$ cat src/rtl/calc_pkg.sv
// Shared definitions for the calculator core: operator codes, FSM states,
// operand width and the decimal-append helper used during key entry.
package calc_pkg;

  localparam int BIN_W = 14;
  localparam logic [BIN_W-1:0] MAX_VAL = 14'd9999;
  localparam logic [15:0] ERR_CODE_DEF = 16'hEEEE;

  typedef enum logic [1:0] {
    OP_ADD = 2'b00,
    OP_SUB = 2'b01,
    OP_MUL = 2'b10,
    OP_DIV = 2'b11
  } op_e;

  typedef enum logic [2:0] {
    ST_ENTER_A,
    ST_OP_SET,
    ST_ENTER_B,
    ST_EXEC,
    ST_DIVIDE,
    ST_CONVERT,
    ST_RESULT,
    ST_ERROR
  } state_e;

  // v*10 + d; callers guarantee v <= 999 so the result stays within BIN_W bits
  function automatic logic [BIN_W-1:0] dec_append(input logic [BIN_W-1:0] v,
                                                  input logic [3:0] d);
    return (v << 3) + (v << 1) + {{(BIN_W-4){1'b0}}, d};
  endfunction

endpackage

$ cat src/rtl/bin2bcd_seq.sv
// Sequential double-dabble converter: a start pulse loads the binary input,
// BIN_W shift cycles later done_o pulses for one cycle with bcd_o valid.
module bin2bcd_seq
  import calc_pkg::*;
#(
  parameter int DIGITS = 4
) (
  input  logic                  clk,
  input  logic                  rst_n,
  input  logic                  start_i,
  input  logic [BIN_W-1:0]      bin_i,
  output logic                  done_o,
  output logic [4*DIGITS-1:0]   bcd_o
);

  localparam int BCD_W = 4 * DIGITS;
  localparam int CNT_W = $clog2(BIN_W);

  logic [BIN_W-1:0] bin_q;
  logic [BCD_W-1:0] bcd_q;
  logic [BCD_W-1:0] adj_w;
  logic [BCD_W-1:0] shf_w;
  logic [CNT_W-1:0] cnt_q;
  logic             run_q;
  logic             done_q;

  genvar gi;
  generate
    for (gi = 0; gi < DIGITS; gi++) begin : g_adj
      assign adj_w[gi*4 +: 4] = (bcd_q[gi*4 +: 4] >= 4'd5) ? bcd_q[gi*4 +: 4] + 4'd3
                                                           : bcd_q[gi*4 +: 4];
    end
  endgenerate

  assign shf_w = BCD_W'({adj_w, bin_q[BIN_W-1]});

  always_ff @(posedge clk or negedge rst_n) begin
    if (!rst_n) begin
      bin_q  <= '0;
      bcd_q  <= '0;
      cnt_q  <= '0;
      run_q  <= 1'b0;
      done_q <= 1'b0;
    end else begin
      done_q <= 1'b0;
      if (start_i) begin
        bin_q <= bin_i;
        bcd_q <= '0;
        cnt_q <= CNT_W'(BIN_W - 1);
        run_q <= 1'b1;
      end else if (run_q) begin
        bin_q <= bin_q << 1;
        bcd_q <= shf_w;
        cnt_q <= cnt_q - CNT_W'(1);
        if (cnt_q == '0) begin
          run_q  <= 1'b0;
          done_q <= 1'b1;
        end
      end
    end
  end

  assign done_o = done_q;
  assign bcd_o  = bcd_q;

endmodule

$ cat src/rtl/calc_core.sv
// Four-function decimal calculator: key-event FSM, inline restoring divider,
// and a sequential BCD converter feeding the single registered display word.
module calc_core
  import calc_pkg::*;
#(
  parameter int          DIGITS   = 4,
  parameter logic [15:0] ERR_CODE = ERR_CODE_DEF
) (
  input  logic                clk,
  input  logic                rst,
  input  logic                is_num,
  input  logic                is_op,
  input  logic                is_eq,
  input  logic [3:0]          num_val,
  input  logic [1:0]          op_val,
  output logic [4*DIGITS-1:0] data_out_bcd,
  output logic                busy,
  output logic                err
);

  localparam int BCD_W = 4 * DIGITS;
  localparam int CNT_W = $clog2(DIGITS + 1);
  localparam int DIV_W = $clog2(BIN_W);

  state_e           state_q, state_d;
  logic [BIN_W-1:0] a_q, a_d, b_q, b_d, res_q, res_d;
  logic [BIN_W-1:0] rem_q, rem_d, quo_q, quo_d;
  logic [DIV_W-1:0] dcnt_q, dcnt_d;
  op_e              op_q, op_d, pend_op_q, pend_op_d;
  logic             pend_vld_q, pend_vld_d;
  logic [CNT_W-1:0] cnt_q, cnt_d;
  logic [BCD_W-1:0] ent_q, ent_d, disp_q, disp_d;
  logic             num_prev_q, op_prev_q, eq_prev_q;

  logic             busy_w, eq_ev, op_ev, num_ev, room_w;
  logic [BIN_W:0]   sum_w;
  logic [BIN_W-1:0] diff_w;
  logic [2*BIN_W-1:0] prod_w;
  logic [BIN_W:0]   trial_w;
  logic             fits_w;
  logic [BIN_W-1:0] rem_n_w, quo_n_w;
  logic [BCD_W-1:0] ent_app_w, ent_new_w;
  logic             conv_start, conv_done;
  logic [BIN_W-1:0] conv_bin;
  logic [BCD_W-1:0] conv_bcd;

  assign busy_w = (state_q == ST_EXEC) || (state_q == ST_DIVIDE) || (state_q == ST_CONVERT);

  // Coinciding edges resolve eq > op > num; out-of-range digits are not events
  assign eq_ev  = is_eq  & ~eq_prev_q  & ~busy_w;
  assign op_ev  = is_op  & ~op_prev_q  & ~busy_w & ~eq_ev;
  assign num_ev = is_num & ~num_prev_q & ~busy_w & ~eq_ev & ~op_ev & (num_val <= 4'd9);

  assign room_w    = cnt_q < CNT_W'(DIGITS);
  assign ent_app_w = {ent_q[BCD_W-5:0], num_val};
  assign ent_new_w = {{(BCD_W-4){1'b0}}, num_val};

  assign sum_w  = {1'b0, a_q} + {1'b0, b_q};
  assign diff_w = a_q - b_q;
  assign prod_w = {{BIN_W{1'b0}}, a_q} * {{BIN_W{1'b0}}, b_q};

  assign trial_w = {rem_q, quo_q[BIN_W-1]};
  assign fits_w  = trial_w >= {1'b0, b_q};
  assign rem_n_w = fits_w ? (trial_w[BIN_W-1:0] - b_q) : trial_w[BIN_W-1:0];
  assign quo_n_w = {quo_q[BIN_W-2:0], fits_w};

  always_comb begin
    state_d    = state_q;
    a_d        = a_q;
    b_d        = b_q;
    res_d      = res_q;
    rem_d      = rem_q;
    quo_d      = quo_q;
    dcnt_d     = dcnt_q;
    op_d       = op_q;
    pend_op_d  = pend_op_q;
    pend_vld_d = pend_vld_q;
    cnt_d      = cnt_q;
    ent_d      = ent_q;
    disp_d     = disp_q;
    conv_start = 1'b0;
    conv_bin   = res_q;

    case (state_q)
      ST_ENTER_A: begin
        if (op_ev) begin
          op_d    = op_e'(op_val);
          state_d = ST_OP_SET;
        end else if (num_ev && room_w) begin
          a_d    = dec_append(a_q, num_val);
          ent_d  = ent_app_w;
          disp_d = ent_app_w;
          cnt_d  = cnt_q + CNT_W'(1);
        end
      end
      ST_OP_SET: begin
        if (op_ev) begin
          op_d = op_e'(op_val);
        end else if (num_ev) begin
          b_d     = {{(BIN_W-4){1'b0}}, num_val};
          ent_d   = ent_new_w;
          disp_d  = ent_new_w;
          cnt_d   = CNT_W'(1);
          state_d = ST_ENTER_B;
        end
      end
      ST_ENTER_B: begin
        if (eq_ev) begin
          pend_vld_d = 1'b0;
          state_d    = ST_EXEC;
        end else if (op_ev) begin
          pend_vld_d = 1'b1;
          pend_op_d  = op_e'(op_val);
          state_d    = ST_EXEC;
        end else if (num_ev && room_w) begin
          b_d    = dec_append(b_q, num_val);
          ent_d  = ent_app_w;
          disp_d = ent_app_w;
          cnt_d  = cnt_q + CNT_W'(1);
        end
      end
      ST_EXEC: begin
        state_d = ST_ERROR;
        case (op_q)
          OP_ADD: if (sum_w <= {1'b0, MAX_VAL}) begin
            res_d    = sum_w[BIN_W-1:0];
            state_d  = ST_CONVERT;
          end
          OP_SUB: if (b_q <= a_q) begin
            res_d    = diff_w;
            state_d  = ST_CONVERT;
          end
          OP_MUL: if (prod_w <= {{BIN_W{1'b0}}, MAX_VAL}) begin
            res_d    = prod_w[BIN_W-1:0];
            state_d  = ST_CONVERT;
          end
          default: if (b_q != '0) begin
            rem_d    = '0;
            quo_d    = a_q;
            dcnt_d   = DIV_W'(BIN_W - 1);
            state_d  = ST_DIVIDE;
          end
        endcase
        if (state_d == ST_CONVERT) begin
          conv_start = 1'b1;
          conv_bin   = res_d;
        end
        if (state_d == ST_ERROR) begin
          disp_d     = ERR_CODE;
          pend_vld_d = 1'b0;
        end
      end
      ST_DIVIDE: begin
        rem_d  = rem_n_w;
        quo_d  = quo_n_w;
        dcnt_d = dcnt_q - DIV_W'(1);
        if (dcnt_q == '0) begin
          res_d      = quo_n_w;
          conv_start = 1'b1;
          conv_bin   = quo_n_w;
          state_d    = ST_CONVERT;
        end
      end
      ST_CONVERT: begin
        if (conv_done) begin
          disp_d = conv_bcd;
          if (pend_vld_q) begin
            a_d        = res_q;
            op_d       = pend_op_q;
            pend_vld_d = 1'b0;
            state_d    = ST_OP_SET;
          end else begin
            state_d = ST_RESULT;
          end
        end
      end
      ST_RESULT: begin
        if (op_ev) begin
          a_d     = res_q;
          op_d    = op_e'(op_val);
          state_d = ST_OP_SET;
        end else if (num_ev) begin
          a_d     = {{(BIN_W-4){1'b0}}, num_val};
          ent_d   = ent_new_w;
          disp_d  = ent_new_w;
          cnt_d   = CNT_W'(1);
          state_d = ST_ENTER_A;
        end
      end
      ST_ERROR: begin
        if (num_ev) begin
          a_d     = {{(BIN_W-4){1'b0}}, num_val};
          b_d     = '0;
          op_d    = OP_ADD;
          ent_d   = ent_new_w;
          disp_d  = ent_new_w;
          cnt_d   = CNT_W'(1);
          state_d = ST_ENTER_A;
        end
      end
      default: state_d = ST_ENTER_A;
    endcase
  end

  always_ff @(posedge clk or negedge rst) begin
    if (!rst) begin
      state_q    <= ST_ENTER_A;
      a_q        <= '0;
      b_q        <= '0;
      res_q      <= '0;
      rem_q      <= '0;
      quo_q      <= '0;
      dcnt_q     <= '0;
      op_q       <= OP_ADD;
      pend_op_q  <= OP_ADD;
      pend_vld_q <= 1'b0;
      cnt_q      <= '0;
      ent_q      <= '0;
      disp_q     <= '0;
      num_prev_q <= 1'b0;
      op_prev_q  <= 1'b0;
      eq_prev_q  <= 1'b0;
    end else begin
      state_q    <= state_d;
      a_q        <= a_d;
      b_q        <= b_d;
      res_q      <= res_d;
      rem_q      <= rem_d;
      quo_q      <= quo_d;
      dcnt_q     <= dcnt_d;
      op_q       <= op_d;
      pend_op_q  <= pend_op_d;
      pend_vld_q <= pend_vld_d;
      cnt_q      <= cnt_d;
      ent_q      <= ent_d;
      disp_q     <= disp_d;
      num_prev_q <= is_num;
      op_prev_q  <= is_op;
      eq_prev_q  <= is_eq;
    end
  end

  bin2bcd_seq #(
    .DIGITS (DIGITS)
  ) u_bin2bcd (
    .clk     (clk),
    .rst_n   (rst),
    .start_i (conv_start),
    .bin_i   (conv_bin),
    .done_o  (conv_done),
    .bcd_o   (conv_bcd)
  );

  assign data_out_bcd = disp_q;
  assign busy         = busy_w;
  assign err          = (state_q == ST_ERROR);

endmodule

$ cat config.mk
export PLATFORM = sky130hd
export DESIGN_NAME = calc_core
export DESIGN_NICKNAME = d
export VERILOG_FILES = /design/src/rtl/calc_pkg.sv /design/src/rtl/bin2bcd_seq.sv /design/src/rtl/calc_core.sv
export SDC_FILE = /design/constraint.sdc
export NUM_CORES = 1
export LEC_CHECK = 0
export CORE_MARGIN = 2
export CORE_UTILIZATION = 36
export CTS_CLUSTER_DIAMETER = 80
export CTS_CLUSTER_SIZE = 12
export DETAILED_ROUTE_END_ITERATION = 16
export HOLD_SLACK_MARGIN = 0.05
export MAX_ROUTING_LAYER = met4
export SYNTH_ARGS = -nofsm -noshare
export SYNTH_HDL_FRONTEND = slang
export SYNTH_SLANG_ARGS = --single-unit
$ cat constraint.sdc
create_clock -name clk -period 9.7 [get_ports clk]
set_clock_uncertainty 0.15 [all_clocks]
set_input_delay 0.97 -clock clk [delete_from_list [all_inputs] [get_ports clk]]
set_output_delay 0.97 -clock clk [all_outputs]
set_load 0.1 [all_outputs]
# After elaboration in Yosys (flattened, before gate mapping)
# Cells that the tools add are included.
# op_classes
add_sub_neg	14
multipliers	1
div	0
magnitude_cmp	10
eq_ne	29
shifts	0
mux	98
n_bitwise	16
n_reduce_logical	28
# ops
op	n
$mux W14	24
$mux W16	14
$pmux W14 S2	4
$pmux W16 S6	1
$pmux W14 S3	2
$pmux W16 S4	1
$pmux W14 S4	1
$mux W3	17
$add A14 B14 Y14	2
$add A14 B4 Y14	2
$le A28 B14 Y1 const B	1
$mul A14 B14 Y28	1
$mux W4	7
$sub A14 B14 Y14	2
$pmux W3 S8	1
$ne A2 B2 Y1 const B	11
$eq A3 B3 Y1 const B	6
$ge A4 B3 Y1 const B	4
$mux W2	8
$add A14 B14 Y15	1
$ge A15 B14 Y1	1
$le A15 B14 Y1 const B	1
$reduce_and A5 Y1	3
$le A14 B14 Y1	1
37 further kinds	80
# totals
reg_bits	156
latch_bits	0
mem_bits_rw	0
romBits	0
inputBits	11
out_inout_bits	18
word_cells	217
memories	0

# Logic depth before layout (Yosys ltp)
# Gate-level depths: netlist of the first run.
# depth
ltp_word	15
depth_mapped	29
depth_no_buf	25

# By module
# A second synthesis of the first run with hierarchy kept.
# unflattened
cells_unflattened	2068
area_unflattened_um2	17999.8
# by_module_without_submodules
mod	n_inst	cells_each	area_each_um2	seq_area_each_um2
calc_core	1	1868	16064.2	2902.8
bin2bcd_seq	1	200	1935.6	900.9

# Worst setup path before layout of the first run
# OpenSTA, ideal clock, no wires.
# synth_timing
kind	register to register
from	register a_q[1]
to	register disp_q[10], in the netlist data_out_bcd[10]
setup_time_ps	126
arrival_ps	7000
required_ps	9424
path_slack_ps	2423
path_stages_with_launch	27
path_buffers	4
period_less_slack_ps	7277
path_cell_list	dfrtp_1 clkbuf_1 nand2_1 fa_1 fa_1 inv_1 fa_1 fa_1 fa_1 inv_1 fa_1 inv_1 ha_1 buf_2 nand2_1 o21ai_0 nor2_1 a21oi_2 mux2_2 a311oi_1 nand4_1 nor4_4 o21a_1 buf_6 a211oi_4 buf_6 mux2_4
# synth_between
elab_chain_cells	8
elab_cells_between_ends	13
classes_between	add/sub (1); mul (1); order compare (3); eq/ne (2); mux (5); reduce/logical (1)
# synth_rtl
element	line	source
start: declaration	calc_core.sv:26	logic [BIN_W-1:0] a_q, a_d, b_q, b_d, res_q, res_d;
start signal: assignment	calc_core.sv:208	a_q <= '0;
start signal: assignment	calc_core.sv:225	a_q <= a_d;
$mul A14 B14 Y28 or $add A14 B14 Y15 (tied branches)	calc_core.sv:60, calc_core.sv:58	
$le A28 B14 Y1 or $le A15 B14 Y1 (tied branches)	calc_core.sv:133, calc_core.sv:125	
$mux W2, on equally long branches	calc_core.sv:133, calc_core.sv:125	
$pmux W3 S3 (*)	calc_core.sv:124	case (op_q)
$mux W3 (*)	calc_core.sv:84	case (state_q)
$eq A3 B3 Y1 (*)	calc_core.sv:148	if (state_d == ST_ERROR) begin
$ne A2 B1 Y1 (no line) (*)	-	
$reduce_and A5 Y1 (no line) (*)	-	
end signal: assignment	calc_core.sv:236	disp_q <= disp_d;
end: declaration	calc_core.sv:32	logic [BCD_W-1:0] ent_q, ent_d, disp_q, disp_d;
# Every way passes the cells marked *; elsewhere a longest branch is shown, timed or not. The select of a mux whose other input is x is not followed.
# A chain may end at the register's enable or synchronous reset.

# Final worst setup path of the first run
# layout_timing
from	register b_q[4]
to	register u_bin2bcd.bin_q[3]
# layout_between
elab_chain_cells	9
elab_cells_between_ends	23
classes_between	add/sub (1); mul (1); order compare (3); eq/ne (1); mux (15); reduce/logical (2)
# layout_rtl
element	line	source
start: declaration	calc_core.sv:26	
start signal: assignment	calc_core.sv:209	b_q <= '0;
start signal: assignment	calc_core.sv:226	b_q <= b_d;
$mul A14 B14 Y28 or $add A14 B14 Y15 (tied branches)	calc_core.sv:60, calc_core.sv:58	
$le A28 B14 Y1 or $le A15 B14 Y1 (tied branches)	calc_core.sv:133, calc_core.sv:125	
$mux W2, on equally long branches	calc_core.sv:133, calc_core.sv:125	
$pmux W3 S3	calc_core.sv:124	
$mux W3	calc_core.sv:84	
$eq A3 B3 Y1	calc_core.sv:144	if (state_d == ST_CONVERT) begin
$mux W14 or $mux W1 (tied branches)	calc_core.sv:144	
$pmux W14 S2 or $pmux W1 S2 (tied branches)	calc_core.sv:84	
$mux W14 or $reduce_bool A2 Y1 (tied branches)	-	
end signal: assignment	bin2bcd_seq.sv:47	bin_q <= bin_i;
end signal: assignment	bin2bcd_seq.sv:52	bin_q <= bin_q << 1;
end: declaration	bin2bcd_seq.sv:19	logic [BIN_W-1:0] bin_q;
# Parallel ways exist; a longest one is shown, timed or not. The select of a mux whose other input is x is not followed.

==> impl_metrics.tcl, run 1 <==
set metrics [dict create \
    status "finished, final reports clean" \
    min_period_ns 8.72 \
    crit_top_cell "fa_1" \
    grt-ovfl-total 0 \
    io_buffers 28 \
    path_cells "ha_1 > fa_1 > inv_1 > fa_1 > inv_1 > fa_1 > ha_1 > fa_1 > inv_1 > fa_1 > inv_1 > ha_1 > nor2_1 > o211ai_1 > a21bo_1 > a211o_1 > a311oi_2 > mux2i_1 > or3_1 > nor4_4 > o21a_1 > nor2_2 > mux2_2" \
    placed_cell_area_um2 19200 \
    synth_cell_types 87 \
    synth_cells 2141 \
    tightest_slew_ns 1.22 \
    drc 0 \
    ir_worst_vdd_mv 0.0957 \
    synthFlopType "dfrtp_1" \
    initial_utilization 0.364 \
    syn_avg_cell_area_um2 8.51 \
    viasPerCell 5.55 \
    yosys.area.top_type "dfrtp_1" \
    ys_seq_area_frac 0.209 \
    rsz0062_at_grt "no" \
    ys_ff_latch 152 \
    crit_family "adder cells" \
    drtIter0Drc 1306 \
    ctsResizeCount 0 \
    drt-total-wl_mm 53.7 \
    grt_first_pass_wirelength_mm 86.1 \
    cts_sinks 152 \
    clockBufferDepth 2 \
    crit_arrival_ns 8.91 \
    hpwl_mm 41.2 \
    gp_congestion 0.957 \
    setup_viol 0 \
    clockRootBuffer "clkbuf_16" \
    drive_gt1_frac 0.0546 \
    stdcell_count 2798 \
    fin_util 0.394 \
    fmax_ghz 0.115 \
    synthesis.nets 2490 \
    crit_type "flop to flop" \
    maxSlewHeadroom 0.176 \
    critPathMaxStageDelay_ns 0.78 \
    start_kind "flop" \
    grt_pass1_vias 15200 \
    power.density_nw_per_um2 71.3 \
    postRouteAntennaNets 0 \
    fin_crit_sh 0.899 \
    setup_ws_ns 0.982 \
    clock_latency_ns 0.46 \
    core_area_um2 50100 \
    nFillCells 5113 \
    cp_max_fo 22 \
    final.setup.tns_ns 0 \
    nNetsFinal 2462 \
    dr.pass1.iters 5 \
    post-place-ws_ns 0.984 \
    hold_class "flop to flop" \
    die_h_um 229 \
    power_mw 1.41 \
    area_delta_synth_final_pct 8.32 \
    placementRows 82 \
    power.leakage_nw 9.64 \
    hold_viol_final 0 \
    track_usage 0.213 \
    post-place-cells 2766 \
    synthesis.area_um2 18200 \
    vias 15500 \
    synthTopCellsByArea "dfrtp_1 21%, fa_1 16%, ha_1 13%" \
    antenna_found_initial 0 \
    hold_buffers 0 \
    die-width_um 229 \
    critical-path-slowest-cell "nor2_2" \
    synth_top_area_frac 0.209 \
    boundaryPins 29 \
    numCtsBuffers 17 \
    htree_levels 4 \
    clkSlewWorstSetupHoldPaths_ns 0.07 \
    async_flop_share 1.00 \
    worst_hold_slack_ns 0.314 \
    synth_edf_count 0 \
    ys_warn_count 0 \
    wl_per_cell_um 19.2 \
    post_cts_buffers 0 \
    critPathRequiredTime_ns 9.89 \
    grt_max_degree 91 \
    fin_area_um2 19700 \
    path_buf_inv 4 \
    die-area_um2 52500 \
    crit_path_end_kind "flop" \
    cts_tree "done" \
    n_antenna_cell 0 \
    cap_violations 0 \
    slew_viol_final 0 \
]
## state kept, by name (all words and copies together) (netlist names)
| name | count |
|---|---|
| data_out_bcd | 16 |
| u_bin2bcd.bcd_o | 16 |
| a_q | 14 |
| b_q | 14 |
| quo_q | 14 |
| rem_q | 14 |
| res_q | 14 |
| u_bin2bcd.bin_q | 14 |
| ent_q | 12 |
| dcnt_q | 4 |
| u_bin2bcd.cnt_q | 4 |
| cnt_q | 3 |
| state_q | 3 |
| op_q | 2 |
| pend_op_q | 2 |
| eq_prev_q | 1 |
| num_prev_q | 1 |
| op_prev_q | 1 |
| pend_vld_q | 1 |
| u_bin2bcd.done_o | 1 |
| u_bin2bcd.run_q | 1 |
## report_power, final
group	switching, mW	internal, mW
clock network	0.324	0.351
registers	0.00510	0.636
logic	0.0618	0.0294
total	0.391	1.02
## layout make-up
type                    count  area [um2]  share of cell area
flip-flops and latches    152        3800               0.193
multi-input cells        1637       13100               0.662
repair buffers             61         529              0.0268
clock inverters            14         144             0.00729
well taps                 672         841              0.0426
inverters                 244         916              0.0464
clock buffers              18         439              0.0222
## tightest hold or removal path: stages (launching register included)
cell and delay [ns]:
dfrtp_1 0.34, nand2_1 0.05, nand2_1 0.05
## cells by family (layout without fill, tap and decap cells)
logic type,count (synthesis),after routing,synth area share
buf+inv,352,337,0.0743
xor+xnor,71,71,0.0341
compound gates,493,493,0.177
fa+ha+maj,338,338,0.293
simple gates,668,668,0.173
mux,67,67,0.0406
flops,152,152,0.209
## cell usage in the layout, fill, tap and decap left out, drive strengths merged, types with 34 or more instances in the layout
master,instances
o21ai,150
dfrtp,152
mux2i,42
and2,82
inv,254
buf,34
nor2,133
fa,148
nand2,266
ha,190
a21oi,118
nand3,46
xnor2,48
## synth_stat cells (all sizes together), types with 16 or more instances
cell type	number
nand2	266
fa	148
buf	20
a22oi	17
xor2	23
nand3	46
and2	82
inv	243
clkbuf	88
nor3	21
a21oi	118
o211ai	17
a21o	17
ha	190
dfrtp	152
nor2	133
xnor2	48
nand4	16
mux2i	42
mux2	25
o21ai	150
nor2b	20
nand2b	27
## path summary, 6_finish.rpt
kind | endpoint | cells after the start | start | slack [ns]
setup / recovery | u_bin2bcd.bin_q[3]$_DFFE_PN0P_ | 23 | b_q[4]$_DFFE_PN0P_ | 0.98
hold / removal | ent_q[9]$_DFFE_PN0P_ | 2 | ent_q[9]$_DFFE_PN0P_ | 0.31
max in group asynchronous | a_q[13]$_DFFE_PN0P_ | 2 | rst | 7.57
min in group asynchronous | rem_q[6]$_DFFE_PN0P_ | 1 | rst | 0.42
setup reg to reg | u_bin2bcd.bin_q[3]$_DFFE_PN0P_ | 23 | b_q[4]$_DFFE_PN0P_ | 0.98
hold reg to reg | ent_q[9]$_DFFE_PN0P_ | 2 | ent_q[9]$_DFFE_PN0P_ | 0.31
## per-layer routing
metal | track usage | share of wire | vias to the layer above
li1 | - | - | 7232
met1 | 0.294 | 0.46 | 7789
met5 | - | 0 | -
met3 | 0.0253 | 0.048 | 68
met2 | 0.334 | 0.47 | 441
met4 | 0.0505 | 0.021 | 0
No activity file was read; power rests on OpenSTA's default activity.
==> run 2, diff against run 1 <==
clock period = 8.71 ns   (was 9.7 ns; I/O delays follow)
==> impl_metrics.tcl, run 2 (synthesis results as in run 1) <==
set metrics [dict create \
    clock_latency_ns 0.45 \
    postRouteAntennaNets 0 \
    n_antenna_cell 0 \
    ir_worst_vdd_mv 0.105 \
    drc 0 \
    power.internal_mw 1.12 \
    grt_max_degree 86 \
    vias 15600 \
    cap_violations 0 \
    critical-path-slowest-cell "nor2_2" \
    fin_area_um2 19900 \
    drtIter0Drc 1273 \
    hold_viol_final 0 \
    maxSlewHeadroom 0.150 \
    grt_use_met1 0.290 \
    numCtsBuffers 17 \
    clkPwrFrac 0.475 \
    placementRows 82 \
    setup_viol 0 \
    cts_tree "done" \
    mostFrequentLayoutCell "nand2_1" \
    crit_top_cell "fa_1" \
    boundaryPins 29 \
    mostFrequentLayoutCells "266 x nand2_1, 243 x inv_1, 190 x ha_1, 152 x dfrtp_1, 148 x fa_1" \
    start_kind "flop" \
    hold_class "flop to flop" \
    grt_first_pass_wirelength_mm 86.7 \
    grtUsageMet3 0.0278 \
    grt_pass1_vias 15400 \
    clockBufferDepth 2 \
    nNetsFinal 2482 \
    crit_path_end_kind "flop" \
    busiest_layer "met2" \
    comb_power_share 0.066 \
    antenna_found_initial 0 \
    ctsResizeCount 0 \
    critPathMaxStageDelay_ns 0.74 \
    clkSlewWorstSetupHoldPaths_ns 0.07 \
    power.density_nw_per_um2 78.2 \
    tightest_slew_ns 1.26 \
    post-place-cells 2786 \
    power.leakage_nw 9.74 \
    drive_gt1_frac 0.0634 \
    fin_crit_sh 0.941 \
    nFillCells 5063 \
    rrSetupSlack_ns 0.51 \
    rsz0062_at_grt "no" \
    die_h_um 229 \
    stdcell_count 2818 \
    min_period_ns 8.20 \
    wl_per_cell_um 19.3 \
    slew_viol_final 0 \
    io_buffers 28 \
    dr.pass1.iters 5 \
    path_cells "ha_1 > inv_1 > fa_1 > inv_1 > fa_1 > fa_1 > fa_1 > inv_1 > fa_1 > inv_1 > ha_1 > ha_1 > a21oi_1 > o21a_1 > nor2_1 > a211o_1 > a311oi_2 > mux2i_1 > or3_1 > nor4_4 > o21a_1 > nor2_2 > mux2_2" \
    swShare 0.279 \
    clockRootBuffer "clkbuf_16" \
    die-width_um 229 \
    critPathRequiredTime_ns 8.89 \
    cp_max_fo 22 \
    seqPwrFrac 0.459 \
    initial_utilization 0.364 \
    htree_levels 4 \
    drt-total-wl_mm 54.5 \
    crit_type "flop to flop" \
    viasPerCell 5.53 \
    track_usage 0.214 \
    post_cts_buffers 0 \
    gp_congestion 0.916 \
    die-area_um2 52500 \
    hold_buffers 0 \
    final.setup.tns_ns 0 \
    p_switching_mw 0.434 \
    fmax_ghz 0.122 \
    placed_cell_area_um2 19300 \
    core_area_um2 50100 \
    area_delta_synth_final_pct 9.18 \
    status "finished, final reports clean" \
    hpwl_mm 42.4 \
    cts_sinks 152 \
    grt-ovfl-total 0 \
    grt_use_met2 0.338 \
    crit_arrival_ns 8.37 \
]
-- run 2: cell types whose count changed in the layout (fill, tap and decap cells not counted) --
cell / change
inv_8: -5
clkinv_2: +1
clkinvlp_4: +2
clkbuf_8: -1
buf_4: +20
inv_6: -1
clkinv_8: +4
-- run 2: power groups by stage --
stage                     clock network (mW)  registers, mW  logic, mW
final                                  0.740          0.714      0.102
after global routing                   0.787          0.715      0.114
after CTS                              0.760          0.714      0.103
after detailed placement                   0          0.728      0.102
after global placement                     0          0.728      0.100
after floorplan                            0          0.729     0.0516
-- run 2: final timing paths --
path                            depth (start not counted)                              to                 start
worst max-delay path                                   23  u_bin2bcd.bin_q[8]$_DFFE_PN0P_    b_q[7]$_DFFE_PN0P_
worst min-delay path                                    2            ent_q[9]$_DFFE_PN0P_  ent_q[9]$_DFFE_PN0P_
worst max register to register                         23  u_bin2bcd.bin_q[8]$_DFFE_PN0P_    b_q[7]$_DFFE_PN0P_
worst min register to register                          2            ent_q[9]$_DFFE_PN0P_  ent_q[9]$_DFFE_PN0P_
max in group asynchronous                               2          state_q[1]$_DFFE_PN0P_                   rst
min in group asynchronous                               1           dcnt_q[2]$_DFFE_PN0P_                   rst
-- run 2: cell type report --
cell class                      instances  area [um2]  share of cell area
Tap cell                              672         841              0.0422
Timing Repair Buffer                   81         679              0.0341
Clock buffer                           17         425              0.0214
Clock inverter                         15         164             0.00824
Sequential cell                       152        3800               0.191
Inverter                              244         916              0.0460
Multi-Input combinational cell       1637       13100               0.657
-- run 2: critical path: cells and delay by family (launching register included) --
family	cells	cell delay, ns
AOI/OAI and AO/OA	5	1.45
adders and majority gates	8	3.76
buffers and inverters	4	0.28
DFF	1	0.69
muxes	2	0.69
and+or+nand+nor	4	1.06
-- run 2: layer usage --
layer  vias up  share of wire
met1      7755           0.45
li1       7274              -
met4         0          0.025
met5         -              0
met3        62          0.060
met2       502           0.46
-- run 2: through the flow --
step,util,hold WS (ns),power [mW],worst slack [ns]
CTS,0.398,0.321,1.58,0.521
global route,0.398,0.346,1.62,0.0567
floorplan,-,0.283,0.781,1.43
finish,0.398,0.317,1.56,0.514
global placement,0.386,0.299,0.828,0.549
detailed placement,0.386,0.304,0.830,0.548
==> run 3, diff against run 2 <==
ABC_AREA = 1   (was not set)
==> impl_metrics.tcl, run 3 <==
set metrics [dict create \
    grt-ovfl-total 0 \
    core_area_um2 51500 \
    placed_cell_area_um2 19800 \
    cts_sinks 152 \
    synth_most_common_cell "nand2_1" \
    gp_congestion 0.983 \
    wl_per_cell_um 18.3 \
    antenna_found_initial 0 \
    rsz0062_at_grt "no" \
    synth_common_cells "717 x nand2_1, 529 x inv_1, 190 x ha_1" \
    syn_avg_cell_area_um2 7.12 \
    numCtsBuffers 17 \
    synthTopCellsByArea "dfrtp_1 20%, fa_1 16%, nand2_1 14%" \
    clock_latency_ns 0.45 \
    fin_area_um2 20400 \
    yosys.area.top_type "dfrtp_1" \
    nFillCells 5447 \
    die-width_um 233 \
    crit_path_end_kind "flop" \
    placementRows 83 \
    synthesis.nets 2996 \
    drtIter0Drc 1626 \
    hold_viol_final 0 \
    initial_utilization 0.366 \
    mostFrequentLayoutCells "717 x nand2_1, 529 x inv_1, 190 x ha_1, 173 x nor2_1, 150 x dfrtp_1" \
    cap_violations 0 \
    grt_pass1_vias 17300 \
    synthesis.area_um2 18800 \
    clockBufferDepth 2 \
    post-place-ws_ns 0.492 \
    setup_viol 0 \
    mostFrequentLayoutCell "nand2_1" \
    start_kind "flop" \
    tightest_slew_ns 1.03 \
    async_flop_share 1.00 \
    ys_seq_area_frac 0.202 \
    postRouteAntennaNets 0 \
    drc 0 \
    setup_ws_ns 0.567 \
    crit_arrival_ns 8.33 \
    die-area_um2 54200 \
    post_cts_buffers 0 \
    grt_first_pass_wirelength_mm 96.4 \
    min_period_ns 8.14 \
    boundaryPins 29 \
    synth_edf_count 0 \
    final.setup.tns_ns 0 \
    drive_gt1_frac 0.0392 \
    die_h_um 233 \
    n_antenna_cell 0 \
    hold_class "primary input to async pin" \
    grt_max_degree 89 \
    status "finished, final reports clean" \
    clkSlewWorstSetupHoldPaths_ns 0.08 \
    critPathMaxStageDelay_ns 0.60 \
    ys_ff_latch 152 \
    area_delta_synth_final_pct 8.50 \
    dr.pass1.iters 6 \
    ys_warn_count 0 \
    synthFlopType "dfrtp_1" \
    track_usage 0.236 \
    drt-total-wl_mm 61.1 \
    critPathRequiredTime_ns 8.90 \
    fin_util 0.397 \
    io_buffers 28 \
    synth_cells 2647 \
    maxSlewHeadroom 0.308 \
    clockRootBuffer "clkbuf_16" \
    hpwl_mm 48.4 \
    crit_type "flop to flop" \
    slew_viol_final 0 \
    vias 17500 \
    nNetsFinal 2990 \
    cts_tree "done" \
    viasPerCell 5.24 \
    critical-path-slowest-cell "dfrtp_1" \
    fin_crit_sh 0.935 \
    synth_top_area_frac 0.202 \
    synth_cell_types 55 \
    fmax_ghz 0.123 \
    htree_levels 4 \
    cp_max_fo 15 \
]
==> run 3: worst paths after layout <==
kind | from | endpoint | slack, ns | depth (start not counted)
max in group asynchronous | rst | a_q[6]$_DFFE_PN0P_ | 6.62 | 2
hold / removal | rst | ent_q[6]$_DFFE_PN0P_ | 0.33 | 1
setup / recovery | a_q[7]$_DFFE_PN0P_ | u_bin2bcd.bcd_o[10]$_DFFE_PN0P_ | 0.57 | 29
hold reg to reg | data_out_bcd[0]$_DFFE_PN0P_ | data_out_bcd[0]$_DFFE_PN0P_ | 0.34 | 2
min in group clk | data_out_bcd[0]$_DFFE_PN0P_ | data_out_bcd[0]$_DFFE_PN0P_ | 0.34 | 2
setup reg to reg | a_q[7]$_DFFE_PN0P_ | u_bin2bcd.bcd_o[10]$_DFFE_PN0P_ | 0.57 | 29
==> run 3: what timing repair did <==
item                       CTS  global route
setup endpoints to repair    0             5
hold buffers                 0             0
gates resized for setup      0             2
==> run 3: worst max-delay path: cells and delay by family (launching register included) <==
| kind | cells | cell delay (ns) |
|---|---|---|
| AOI/OAI and AO/OA | 3 | 1.19 |
| and+or+nand+nor | 14 | 2.10 |
| buffers and inverters | 5 | 0.56 |
| DFF | 1 | 0.60 |
| adders and majority gates | 7 | 3.44 |
==> run 3: routing by layer <==
metal	vias to the layer above	wire (um)	GRT usage
met5	-	0	-
met1	8506	27700	0.317
met4	0	1240	0.0551
li1	8327	-	-
met2	566	28300	0.378
met3	78	3810	0.0305
==> run 3: kinds of logic (layout without fill, tap and decap cells) <==
group | Yosys count | after routing | synth area share
fa+ha+maj | 338 | 338 | 0.283
mux | 2 | 2 | 0.00120
simple gates | 1094 | 1094 | 0.240
xor+xnor | 48 | 48 | 0.0223
compound gates | 393 | 393 | 0.125
buf+inv | 620 | 627 | 0.126
flops | 152 | 152 | 0.202
==> run 3: area by class of cell <==
| type | count | area [um2] | share of cell area |
|---|---|---|---|
| clock buffers | 17 | 425 | 0.0208 |
| repair buffers | 57 | 499 | 0.0244 |
| multi-input cells | 1875 | 12700 | 0.619 |
| flip-flops and latches | 152 | 3810 | 0.186 |
| well taps | 680 | 851 | 0.0416 |
| inverters | 538 | 2020 | 0.0989 |
| clock inverters | 15 | 180 | 0.00881 |
==> run 3: metrics by stage <==
stage | instances | hold WS [ns]
after global placement | 3302 | 0.316
after detailed placement | 3302 | 0.314
after global routing | 3334 | 0.373
final | 3334 | 0.325
after floorplan | 2647 | 0.294
after CTS | 3334 | 0.338
Power of run 3 is left out: the tool's default activity adds up to more than one toggle a clock period on the data nets, which glitch-free logic cannot reach.
